===== src/rtl/kd_root_ctrl.sv =====
// kd_root_ctrl: top-of-tree controller for the k-means kd-tree.
// It configures the tree, runs N sort passes, then streams points one at a
// time into the root node and returns each point's cluster id.
// Optional feature macro: ROOT_TIMEOUT_EN. When it is defined, a bounded ack
// wait applies; on expiry the controller raises a sticky error, sends a single
// ABORT command and returns to IDLE.
module kd_root_ctrl #(
    parameter int COORD_W = 8,
    parameter int DIM     = 3,
    parameter int CNT_W   = 16,
    parameter int TIMEOUT = 1024,
    localparam int DATA_W = COORD_W * DIM
) (
    input  logic              clk,
    input  logic              rst,
    input  logic              start,
    input  logic [CNT_W-1:0]  num_points,
    input  logic [3:0]        sort_passes,
    input  logic              point_valid,
    input  logic [DATA_W-1:0] point_in,
    output logic              point_ready,
    output logic              alert_to_root,
    output logic [2:0]        command_to_root,
    output logic [DATA_W-1:0] data_to_root,
    input  logic              alert_from_root,
    input  logic [2:0]        command_from_root,
    input  logic [DATA_W-1:0] data_from_root,
    output logic              result_valid,
    output logic [7:0]        result_id,
    output logic              busy,
    output logic              done,
    output logic              error
);

    localparam logic [2:0] CMD_CONFIGURE_SORT = 3'd1;
    localparam logic [2:0] CMD_START_SORT     = 3'd2;
    localparam logic [2:0] CMD_SORT_ACK       = 3'd3;
    localparam logic [2:0] CMD_CONFIG_ACK     = 3'd4;
    localparam logic [2:0] CMD_POINT          = 3'd5;
    localparam logic [2:0] CMD_POINT_ACK      = 3'd6;
    localparam logic [2:0] CMD_ABORT          = 3'd7;

    typedef enum logic [3:0] {
        S_IDLE, S_CFG, S_WCFG, S_SORT, S_WSORT,
        S_STREAM, S_SEND, S_WPT, S_DONE, S_ABORT
    } state_t;

    state_t             state;
    logic [CNT_W-1:0]   np_r;
    logic [CNT_W-1:0]   pt_cnt;
    logic [3:0]         passes_r;
    logic [3:0]         pass_cnt;
    logic [DATA_W-1:0]  point_r;

    logic               waiting;
    logic [2:0]         exp_code;
    logic               ack_hit;
    logic               timeout_hit;
    logic [3:0]         pass_nxt;
    logic [CNT_W-1:0]   pt_nxt;

    // Only the low byte of the root payload carries the cluster id.
    logic unused_data_bits;
    assign unused_data_bits = ^data_from_root[DATA_W-1:8];

    assign pass_nxt = pass_cnt + 4'd1;
    assign pt_nxt   = pt_cnt + {{(CNT_W-1){1'b0}}, 1'b1};

    // Which response (if any) the current state is waiting for; anything else is dropped.
    always_comb begin
        waiting  = 1'b1;
        exp_code = 3'd0;
        case (state)
            S_WCFG:  exp_code = CMD_CONFIG_ACK;
            S_WSORT: exp_code = CMD_SORT_ACK;
            S_WPT:   exp_code = CMD_POINT_ACK;
            default: waiting = 1'b0;
        endcase
    end

    assign ack_hit = waiting && alert_from_root && (command_from_root == exp_code);

`ifdef ROOT_TIMEOUT_EN
    localparam int WAIT_W = $clog2(TIMEOUT + 1);
    logic [WAIT_W-1:0] wait_cnt;

    // Wait counter restarts on every entry into a wait state.
    always_ff @(posedge clk) begin
        if (rst || !waiting) wait_cnt <= '0;
        else                 wait_cnt <= wait_cnt + 1'b1;
    end

    assign timeout_hit = waiting && !ack_hit && (wait_cnt == WAIT_W'(TIMEOUT - 1));
`else
    assign timeout_hit = 1'b0;
`endif

    // Main control FSM; all outputs are registered, strobes default low.
    always_ff @(posedge clk) begin
        if (rst) begin
            state           <= S_IDLE;
            np_r            <= '0;
            pt_cnt          <= '0;
            passes_r        <= '0;
            pass_cnt        <= '0;
            point_r         <= '0;
            point_ready     <= 1'b0;
            alert_to_root   <= 1'b0;
            command_to_root <= '0;
            data_to_root    <= '0;
            result_valid    <= 1'b0;
            result_id       <= '0;
            busy            <= 1'b0;
            done            <= 1'b0;
            error           <= 1'b0;
        end else begin
            alert_to_root   <= 1'b0;
            command_to_root <= '0;
            data_to_root    <= '0;
            result_valid    <= 1'b0;
            done            <= 1'b0;

            if (timeout_hit) begin
                error           <= 1'b1;
                point_ready     <= 1'b0;
                alert_to_root   <= 1'b1;
                command_to_root <= CMD_ABORT;
                state           <= S_ABORT;
            end else begin
                case (state)
                    S_IDLE: if (start) begin
                        np_r            <= num_points;
                        passes_r        <= (sort_passes == 4'd0) ? 4'd1 : sort_passes;
                        pass_cnt        <= '0;
                        pt_cnt          <= '0;
                        error           <= 1'b0;
                        busy            <= 1'b1;
                        alert_to_root   <= 1'b1;
                        command_to_root <= CMD_CONFIGURE_SORT;
                        state           <= S_CFG;
                    end
                    S_CFG:  state <= S_WCFG;
                    S_WCFG: if (ack_hit) begin
                        alert_to_root   <= 1'b1;
                        command_to_root <= CMD_START_SORT;
                        state           <= S_SORT;
                    end
                    S_SORT: state <= S_WSORT;
                    S_WSORT: if (ack_hit) begin
                        pass_cnt <= pass_nxt;
                        if (pass_nxt != passes_r) begin
                            alert_to_root   <= 1'b1;
                            command_to_root <= CMD_START_SORT;
                            state           <= S_SORT;
                        end else if (np_r == '0) begin
                            done  <= 1'b1;
                            state <= S_DONE;
                        end else begin
                            point_ready <= 1'b1;
                            state       <= S_STREAM;
                        end
                    end
                    S_STREAM: if (point_valid && point_ready) begin
                        point_r         <= point_in;
                        point_ready     <= 1'b0;
                        alert_to_root   <= 1'b1;
                        command_to_root <= CMD_POINT;
                        data_to_root    <= point_in;
                        state           <= S_SEND;
                    end
                    S_SEND: state <= S_WPT;
                    S_WPT: if (ack_hit) begin
                        result_valid <= 1'b1;
                        result_id    <= data_from_root[7:0];
                        pt_cnt       <= pt_nxt;
                        if (pt_nxt == np_r) begin
                            done  <= 1'b1;
                            state <= S_DONE;
                        end else begin
                            point_ready <= 1'b1;
                            state       <= S_STREAM;
                        end
                    end
                    S_DONE, S_ABORT: begin
                        busy  <= 1'b0;
                        state <= S_IDLE;
                    end
                    default: state <= S_IDLE;
                endcase
            end
        end
    end

endmodule


===== config.mk =====
export PLATFORM = sky130hd
export DESIGN_NAME = kd_root_ctrl
export DESIGN_NICKNAME = d
export VERILOG_FILES = /design/src/rtl/kd_root_ctrl.sv
export SDC_FILE = /design/constraint.sdc
export NUM_CORES = 1
export LEC_CHECK = 0
export CAP_MARGIN = 15
export CELL_PAD_IN_SITES_DETAIL_PLACEMENT = 1
export CELL_PAD_IN_SITES_GLOBAL_PLACEMENT = 1
export CORE_UTILIZATION = 41
export CTS_CLUSTER_DIAMETER = 200
export CTS_CLUSTER_SIZE = 10
export DETAILED_ROUTE_END_ITERATION = 8
export DONT_BUFFER_PORTS = 1
export PLACE_DENSITY = 0.82
export SYNTH_ARGS = -nofsm -noshare
export SYNTH_HDL_FRONTEND = slang
export SYNTH_SLANG_ARGS = --single-unit

===== constraint.sdc =====
create_clock -name clk -period 2.55 [get_ports clk]
set_input_delay 0.6375 -clock clk [delete_from_list [all_inputs] [get_ports clk]]
set_output_delay 0.6375 -clock clk [all_outputs]
set_load 0.1 [all_outputs]

Yosys cells after proc, flatten, opt, wreduce, memory -nomap -nowiden
Index checks and enable logic that the tools add are counted.
{"block": "classes", "n_addsub": 2, "multipliers": 0, "n_div": 0, "magnitude_cmp": 0, "n_eq_ne": 20, "shift": 0, "n_mux": 45, "n_bitwise": 3, "reduce_logical": 21}
{"cell": "2-to-1 mux 4 bit", "n": 11}
{"cell": "2-to-1 mux 16 bit", "n": 2}
{"cell": "case mux 16 bit (2 select lines)", "n": 1}
{"cell": "case mux 4 bit (8 select lines)", "n": 1}
{"cell": "2-to-1 mux 1 bit", "n": 19}
{"cell": "adder 16 x 1 -> 16 bit (second input constant)", "n": 1}
{"cell": "== test 16 bit", "n": 1}
{"cell": "== test 4 x 3 -> 1 bit (second input constant)", "n": 4}
{"cell": "logical NOT 16 bit", "n": 1}
{"cell": "inequality test 2 bit (second input constant)", "n": 8}
{"cell": "case mux 3 bit (4 select lines)", "n": 1}
{"cell": "case mux 3 bit (3 select lines)", "n": 1}
{"cell": "== test 4 x 2 -> 1 bit (second input constant)", "n": 2}
{"cell": "== test 4 bit (second input constant)", "n": 2}
{"cell": "logical NOT 4 bit", "n": 2}
{"cell": "case mux 4 bit (2 select lines)", "n": 1}
{"cell": "AND reduction 7 bit", "n": 1}
{"cell": "2-to-1 mux 2 bit", "n": 3}
{"cell": "AND reduction 2 bit", "n": 3}
{"cell": "AND reduction 3 bit", "n": 2}
{"cell": "nonzero test 2 bit", "n": 3}
{"cell": "OR reduction 3 bit", "n": 2}
{"cell": "AND reduction 5 bit", "n": 1}
{"cell": "adder 4 x 1 -> 4 bit (second input constant)", "n": 1}
{"cell": "other kinds (11)", "n": 17}
{"block": "totals", "regBits": 84, "latchBits": 0, "ramBits": 0, "romBits": 0, "input_bits": 76, "output_inout_bits": 41, "wordCells": 104, "n_memories": 0}

Longest topological paths before layout
Gate-level depths: netlist (run 1).
{"block": "depth", "depth_word": 7, "ltp_mapped": 9, "depth_no_buf": 8}

Worst setup path after synthesis (run 1)
OpenSTA, ideal clock, no wires.
{"block": "synth_path", "path_kind": "register to register", "start": "reg pt_cnt[0]", "end": "reg state[3]", "setup_time_ns": 0.100, "arrival_ns": 2.708, "t_required_ns": 2.450, "slack_ns": -0.257, "stages_incl_launch_ff": 10, "n_path_buf": 1, "synth_period_minus_slack_ns": 2.807, "path_cell_list": "dfxtp_1 > ha_1 > and3_1 > buf_4 > nand4_4 > a211o_1 > a22o_1 > or4_1 > or3_4 > a2111oi_4"}
{"block": "synth_between", "elab_chain_len": 5}
{"item": "start: declaration", "line": "50", "text": "logic [CNT_W-1:0] pt_cnt;"}
{"item": "start signal: assignment", "line": "175", "text": "pt_cnt <= pt_nxt;"}
{"item": "adder 16 x 1 -> 16 bit", "line": "67", "text": "assign pt_nxt = pt_cnt + {{(CNT_W-1){1'b0}}, 1'b1};"}
{"item": "== test 16 bit", "line": "176", "text": "if (pt_nxt == np_r) begin"}
{"item": "2-to-1 mux 4 bit", "line": "176"}
{"item": "2-to-1 mux 4 bit", "line": "172", "text": "S_WPT: if (ack_hit) begin"}
{"item": "case mux 4 bit (8 select lines)", "line": "130", "text": "case (state)"}
{"item": "end signal: assignment", "line": "171", "text": "S_SEND: state <= S_WPT;"}
{"item": "end signal: assignment", "line": "178", "text": "state <= S_DONE;"}
{"item": "end signal: assignment", "line": "181", "text": "state <= S_STREAM;"}
{"item": "end: declaration", "line": "48", "text": "state_t state;"}
No other way between the ends. The select of a mux whose other input is x is not followed.
A chain may end at the register's enable or synchronous reset.

Final worst setup path (run 1)
{"block": "layout_path", "start": "reg pt_cnt[0]", "end": "reg done"}
{"block": "layout_between", "elab_chain_len": 5}
{"item": "adder 16 x 1 -> 16 bit", "line": "67"}
{"item": "== test 16 bit", "line": "176"}
{"item": "2-to-1 mux 1 bit", "line": "176"}
{"item": "2-to-1 mux 1 bit", "line": "172"}
{"item": "case mux 1 bit (2 select lines)", "line": "130"}
{"item": "end signal: assignment", "line": "121", "text": "done <= 1'b0;"}
{"item": "end signal: assignment", "line": "156", "text": "done <= 1'b1;"}
{"item": "end signal: assignment", "line": "177", "text": "done <= 1'b1;"}
{"item": "end: declaration", "line": "31", "text": "output logic done,"}
No other way between the ends.

==> results of run 1 <==
==> per-stage QoR <==
step / util / setup WS, ns / power (mW) / hold slack, ns
after floorplan: - / -0.0668 / 2.31 / 0.448
after global placement: 0.501 / -0.125 / 2.54 / 0.437
after detailed placement: 0.501 / -0.147 / 2.60 / 0.448
after CTS: 0.535 / -0.0818 / 3.74 / 0.311
after global routing: 0.540 / -0.181 / 3.92 / 0.300
final: 0.540 / -0.101 / 3.76 / 0.318
==> cells in the mapped netlist, drive strengths merged, types with 2 or more instances <==
cell	instances
nor3	10
mux2i	3
or2	3
o31ai	6
and3	7
nand2	80
a2111oi	3
nor3b	3
dfxtp	84
a211o	2
nor4	6
nand3b	2
a31oi	2
or4	3
o2111ai	2
nand4b	2
clkbuf	17
a21oi	39
and2	27
inv	7
nand3	13
and4	4
a211oi	4
nor2b	5
o21ai	32
ha	2
nor2	31
xor2	10
or3	5
nand4	8
a22o	2
xnor2	18
buf	13
o21a	2
==> worst max-delay path by stage <==
| stage | to | slack (ns) | cells after the start |
|---|---|---|---|
| floorplan | state[3] | -0.07 | 9 |
| global placement | done | -0.12 | 9 |
| detailed placement | state[3] | -0.15 | 9 |
| CTS | done | -0.08 | 8 |
| global route | state[3] | -0.18 | 8 |
| finish | done | -0.10 | 8 |
==> cell type report <==
class	instances	area (sq um)	share of cell area
Inverter	8	33.8	0.00674
Clock buffer	9	124	0.0247
Timing Repair Buffer	90	679	0.135
Multi-Input combinational cell	351	2210	0.442
Clock inverter	7	105	0.0210
Tap cell	129	161	0.0322
Sequential cell	84	1700	0.338
==> state kept, by name, summed over array words and instances (netlist names) <==
| signal | count |
|---|---|
| busy | 1 |
| passes_r | 4 |
| done | 1 |
| pt_cnt | 16 |
| point_ready | 1 |
| result_valid | 1 |
| alert_to_root | 1 |
| command_to_root | 3 |
| pass_cnt | 4 |
| data_to_root | 24 |
| result_id | 8 |
| state | 4 |
| np_r | 16 |
==> worst reg2reg max path, delay by kind of cell, from the launching register on <==
family                     cells  cell delay [ns]
and+or+nand+nor                4             1.24
AOI/OAI and AO/OA              3             0.76
DFF                            1             0.39
adders and majority gates      1             0.17
==> cells in the final DEF, fill, tap and decap left out, drive strengths merged, types with 2 or more instances in the layout <==
master / synthesis / final
a2111oi: 3 / 3
a211o: 2 / 2
a211oi: 4 / 4
a21oi: 39 / 39
a22o: 2 / 2
a31oi: 2 / 2
and2: 27 / 27
and3: 7 / 7
and4: 4 / 4
buf: 13 / 90
bufinv: 0 / 2
clkbuf: 17 / 9
clkinvlp: 0 / 2
dfxtp: 84 / 84
ha: 2 / 2
inv: 7 / 10
mux2i: 3 / 3
nand2: 80 / 80
nand3: 13 / 13
nand3b: 2 / 2
nand4: 8 / 8
nand4b: 2 / 2
nor2: 31 / 31
nor2b: 5 / 5
nor3: 10 / 10
nor3b: 3 / 3
nor4: 6 / 6
o2111ai: 2 / 2
o21a: 2 / 2
o21ai: 32 / 32
o31ai: 6 / 6
or2: 3 / 3
or3: 5 / 5
or4: 3 / 3
xnor2: 18 / 18
xor2: 10 / 10
==> cells by family after synthesis <==
logic type / synth area share
simple gates: 0.278
mux: 0.0104
buf+inv: 0.0483
xor+xnor: 0.0618
flops: 0.424
other cells: 0.000946
compound gates: 0.170
fa+ha+maj: 0.00631
==> power groups by stage <==
stage	clock network [mW]	registers, mW	logic, mW
floorplan	0	1.60	0.708
global placement	0	1.54	0.996
detailed placement	0	1.55	1.04
CTS	1.14	1.52	1.08
global route	1.18	1.54	1.20
finish	1.13	1.53	1.11
==> per-layer routing <==
metal	vias up	wire length [um]	global-route usage
li1	1786	-	-
met1	1902	5340	0.297
met2	162	6710	0.470
met3	41	819	0.0696
met4	0	414	0.118
met5	-	0	0
==> timing repair <==
item / 4_1_cts / 5_1_grt
endpoints found under the setup margin: 4 / 18
resized for setup: 15 / 10
buffers inserted: 3 / 0
pin swaps: 2 / 1
==> impl_metrics.yaml, run 1 <==
worst_setup_path:
  crit_family: "simple AND/OR/NAND/NOR gates"
  max_stage_delay_ns: 0.52
  end_kind: "flip-flop"
  rrSetupSlack_ns: -0.10
  criticalPathCategory: "flip-flop to flip-flop"
  arrival_ns: 2.93
  required_ns: 2.83
  r2r_end: "done"
  worst_path_max_delay_cell: "or4_4"
  crit_start: "pt_cnt[0]"
  path_cells: "ha_4 > and3_4 > nand4_4 > a211o_1 > a22o_1 > or4_4 > or3_4 > a2111oi_4"
  r2r-start: "pt_cnt[0]"
  critical_path.max_fanout: 4
  start_kind: "flip-flop"
  reg2regPathDepth: 8
  worst-path-buf-inv: 0
global_routing:
  grt_pass1_vias: 4117
  grt_overflow: 0
  antenna_found_initial: 0
  grtUsageTotal: 0.265
  grt_max_degree: 43
  grt_pass1_wl_um: 20500
timing:
  setup_viol: 3
  hold_viol_final: 0
  rsz0062_at_grt: "yes"
  slew_headroom: 0.598
  clock.fmax_mhz: 377
  fin_crit_ns: 2.65
  maxSlewViolCount: 0
  worstMarginPinSlew_ns: 0.598
  setup_slack_ns: -0.101
  setup_tns_ns: -0.209
  fin_crit_sh: 1.04
  finalClockSkew_ns: 0.0118
die:
  core_area_sq_mm: 0.00928
  die-width_um: 100
  start_util: 0.427
  ios: 117
  placementRows: 35
  die-area_sq_mm: 0.0101
  dieHeight_um: 100
power_and_ir_drop:
  powerDensity_mw_per_mm2: 750
  combPwrFrac: 0.295
  clkPwrFrac: 0.299
  p_int_mw: 2.38
  vdd_ir_drop_max_uv: 433
  pwr-share-seq: 0.406
  switching_share: 0.367
  cellLeakagePower_nw: 1.97
  switching_power_mw: 1.38
yosys:
  synth_cells: 473
  syn-num-nets: 551
  synth_area_per_cell_sq_um: 8.38
  ys_ff_latch: 84
  yosysTopAreaCell: "dfxtp_1"
  synth_edf_count: 0
  synth.cell_area_sq_mm: 0.00397
  synth_top_area_frac: 0.424
  synth_ff_type: "dfxtp_1"
  synth_warnings: 0
  synthTopCellsByArea: "dfxtp_1 42%, nand2_1 7.6%, a21oi_1 4.9%, and2_1 4.1%, o21ai_0 4.0%"
  ys_seq_area_frac: 0.424
  synth.distinct_cells: 62
  async_flop_share: 0
clocking:
  path_clk_slew_ns: 0.10
  htree_levels: 3
  clk_latency_ns: 0.38
  cts_buffer_depth: 2
  cts_buffers: 9
  tritoncts: "yes"
  cts_sinks: 84
  ctsHoldBuffers: 0
  cts_root_buf: "clkbuf_8"
status:
  status: "complete, but fails checks"
  violations: "setup timing"
place:
  io_buffers: 0
  gp_congestion: 0.892
  placedCellCount: 659
  placed_cell_area_sq_mm: 0.00465
  hpwl_um: 8690
flow_run:
  cap_viol_max_count: 0
layout:
  fillers: 1126
  area_delta_synth_final_pct: 26.5
  antenna_cells: 0
  stdcell_area_sq_mm: 0.00501
  layoutNonFillerInstCount: 678
  final_nets: 622
  drive_above_1_share: 0.273
min_path:
  hold_end: "result_id[5]"
  hold_start: "rst"
  hold_class: "input pin to flip-flop"
  whs_path_depth: 1
drt:
  drc: 0
  via_per_inst: 5.74
  routedWlPerCell_um: 19.6
  antenna_left: 0
  wl_um: 13300
  drt_iter0_drc: 242
  firstDrtPassIters: 4
  vias: 3891
Note: power is estimated with default switching activity, not from simulation.
==> run 2: changes to the inputs <==
Settings changed: CORE_UTILIZATION 41 to 40, PLACE_DENSITY 0.82 to 0.8, RECOVER_POWER set to 100, TNS_END_PERCENT set to 20.
==> run 2 against run 1 <==
Net effect:
- largest cell class unchanged
- fmax grew 0.94%
- sequential cell count is the same
- register-to-register slack gained 0.02 ns
- design area shrank 3.9%
- sequential share of layout area grew 1.4 points
- worst hold slack gained 0.021 ns
- the flow still finishes with violations (setup timing)
- largest power group unchanged
- clock skew shrank 0.0025 ns
- cell count grew 0.59%
- clock power shrank 17%
- count of clock-buffer cells in the layout grew 1
==> impl_metrics.yaml, run 2 (same netlist as run 1, synthesis figures left out) <==
layout:
  drive_above_1_share: 0.204
  largest_reg_flops: 24
  area_delta_synth_final_pct: 21.6
  layout_common_cells: "80 x nand2_1, 76 x dfxtp_1, 51 x buf_4"
  mostFrequentLayoutCell: "nand2_1"
  reg.largest.list: "data_to_root (24), np_r (16), pt_cnt (16)"
  antenna_cells: 0
  layoutNonFillerInstCount: 682
  fillers: 1138
  final_nets: 626
  top_register: "data_to_root"
drt:
  wl_um: 12100
  vias: 3765
  via_per_inst: 5.52
  drt_iter0_drc: 170
  routedWlPerCell_um: 17.8
  drc: 0
  antenna_left: 0
  firstDrtPassIters: 4
clocking:
  cts_buffer_depth: 2
  tritoncts: "yes"
  cts_root_buf: "clkbuf_8"
  ctsHoldBuffers: 0
  clk_latency_ns: 0.36
  htree_levels: 3
  postCtsSetupRepairBufs: 0
  path_clk_slew_ns: 0.09
  cts_buffers: 9
  cts_sinks: 84
timing:
  clock.fmax_mhz: 381
  rsz0062_at_grt: "yes"
  slew_headroom: 0.198
  worstMarginPinSlew_ns: 1.20
  finalClockSkew_ns: 0.00935
  hold_viol_final: 0
  maxSlewViolCount: 0
  fin_crit_ns: 2.63
  setup_slack_ns: -0.0761
  fin_crit_sh: 1.03
  setup_viol: 2
  holdWs_ns: 0.340
place:
  gp_congestion: 0.908
  placedCellCount: 666
  io_buffers: 0
  hpwl_um: 8980
  pre_cts_slack_ns: -0.217
flow_run:
  cap_viol_max_count: 0
worst_setup_path:
  max_stage_delay_ns: 0.52
  worst-path-buf-inv: 0
  rrSetupSlack_ns: -0.08
  r2r-start: "pt_cnt[1]"
  criticalPathCategory: "flip-flop to flip-flop"
  path_cells: "ha_4 > and3_4 > nand4_4 > a211o_1 > a22o_1 > or4_4 > or3_4 > a2111oi_4"
  r2r_end: "state[3]"
  start_kind: "flip-flop"
  required_ns: 2.82
  arrival_ns: 2.89
  reg2regPathDepth: 8
  critical_path.max_fanout: 5
  end_kind: "flip-flop"
  crit_family: "simple AND/OR/NAND/NOR gates"
  worst_path_max_delay_cell: "or4_4"
min_path:
  hold_class: "input pin to flip-flop"
  hold_end: "state[3]"
  hold_start: "rst"
  whs_path_depth: 1
die:
  die-width_um: 102
  start_util: 0.421
  placementRows: 35
  ios: 117
  core_area_sq_mm: 0.00942
  die-area_sq_mm: 0.0103
  dieHeight_um: 102
global_routing:
  antenna_found_initial: 0
  grtUsageTotal: 0.245
  grt_pass1_wl_um: 19400
  grt_max_degree: 43
  grt_pass1_vias: 4004
  grt_overflow: 0
power_and_ir_drop:
  powerDensity_mw_per_mm2: 726
  cellLeakagePower_nw: 1.82
  vdd_ir_drop_max_uv: 442
status:
  violations: "setup timing"
  status: "complete, but fails checks"
[run 2: changes by cell type in the layout (fill, tap and decap cells not counted), sizes merged]
cell / previous run / this run
buf: 90 / 51
bufinv: 2 / 0
clkinvlp: 2 / 1
clkbuf: 9 / 53
inv: 10 / 11
clkinv: 1 / 2
[run 2: timing repair]
action	in CTS	in global routing
setup endpoints to repair	3	4
pin swaps	3	1
resized for setup	12	8
[run 2: worst reg2reg max path: cells and delay by family, from the launching register on]
family	cells	cell delay [ns]
AND/OR/NAND/NOR	4	1.26
AO/OA/AOI/OAI	3	0.75
flip-flops	1	0.39
adder cells (fa/ha/maj)	1	0.15
[run 2: cell type report]
class / instances / area (sq um) / area share
clock inverter: 6 / 52.6 / 0.0109
sequential: 84 / 1700 / 0.352
timing repair buffer: 94 / 551 / 0.114
multi-input combinational: 351 / 2190 / 0.454
tap: 129 / 161 / 0.0335
clock buffer: 10 / 138 / 0.0285
inverter: 8 / 33.8 / 0.00701
[run 2: how the worst max path moves through the flow]
stage | endpoint | from | cells after the start
2_1_floorplan | state[3] | pt_cnt[0] | 9
3_3_place_gp | done | pt_cnt[0] | 9
3_5_place_dp | state[3] | pt_cnt[1] | 9
4_1_cts | state[3] | pt_cnt[1] | 8
5_1_grt | done | pt_cnt[0] | 9
6_report | state[3] | pt_cnt[1] | 8
[run 2: per-stage QoR]
stage,setup TNS [ns],total power [mW],utilization,area [sq um]
after floorplan,-0.171,2.31,-,4010
after global placement,-0.485,2.52,0.500,4710
after detailed placement,-0.606,2.57,0.500,4710
after CTS,-0.174,3.52,0.526,4960
after global routing,-0.417,3.66,0.512,4820
final,-0.145,3.50,0.512,4820
[run 2: power breakdown]
| part | switching (mW) | leakage (nW) | total [mW] | internal [mW] |
|---|---|---|---|---|
| combinational | 0.657 | 1.04 | 1.03 | 0.374 |
| sequential | 0.121 | 0.685 | 1.53 | 1.41 |
| clock | 0.543 | 0.0997 | 0.942 | 0.399 |
[run 2: layer usage]
layer  part of all wire  GRT usage
met1               0.42      0.284
met4              0.015     0.0825
met3              0.057     0.0545
met5                  0          0
met2               0.51      0.443
==> run 3: changes to the inputs <==
Settings changed: CAP_MARGIN 15 to unset, TNS_END_PERCENT 20 to 30.
==> results of run 3 <==
Same layout as run 2: the final DEF is identical, and so are final timing and power.
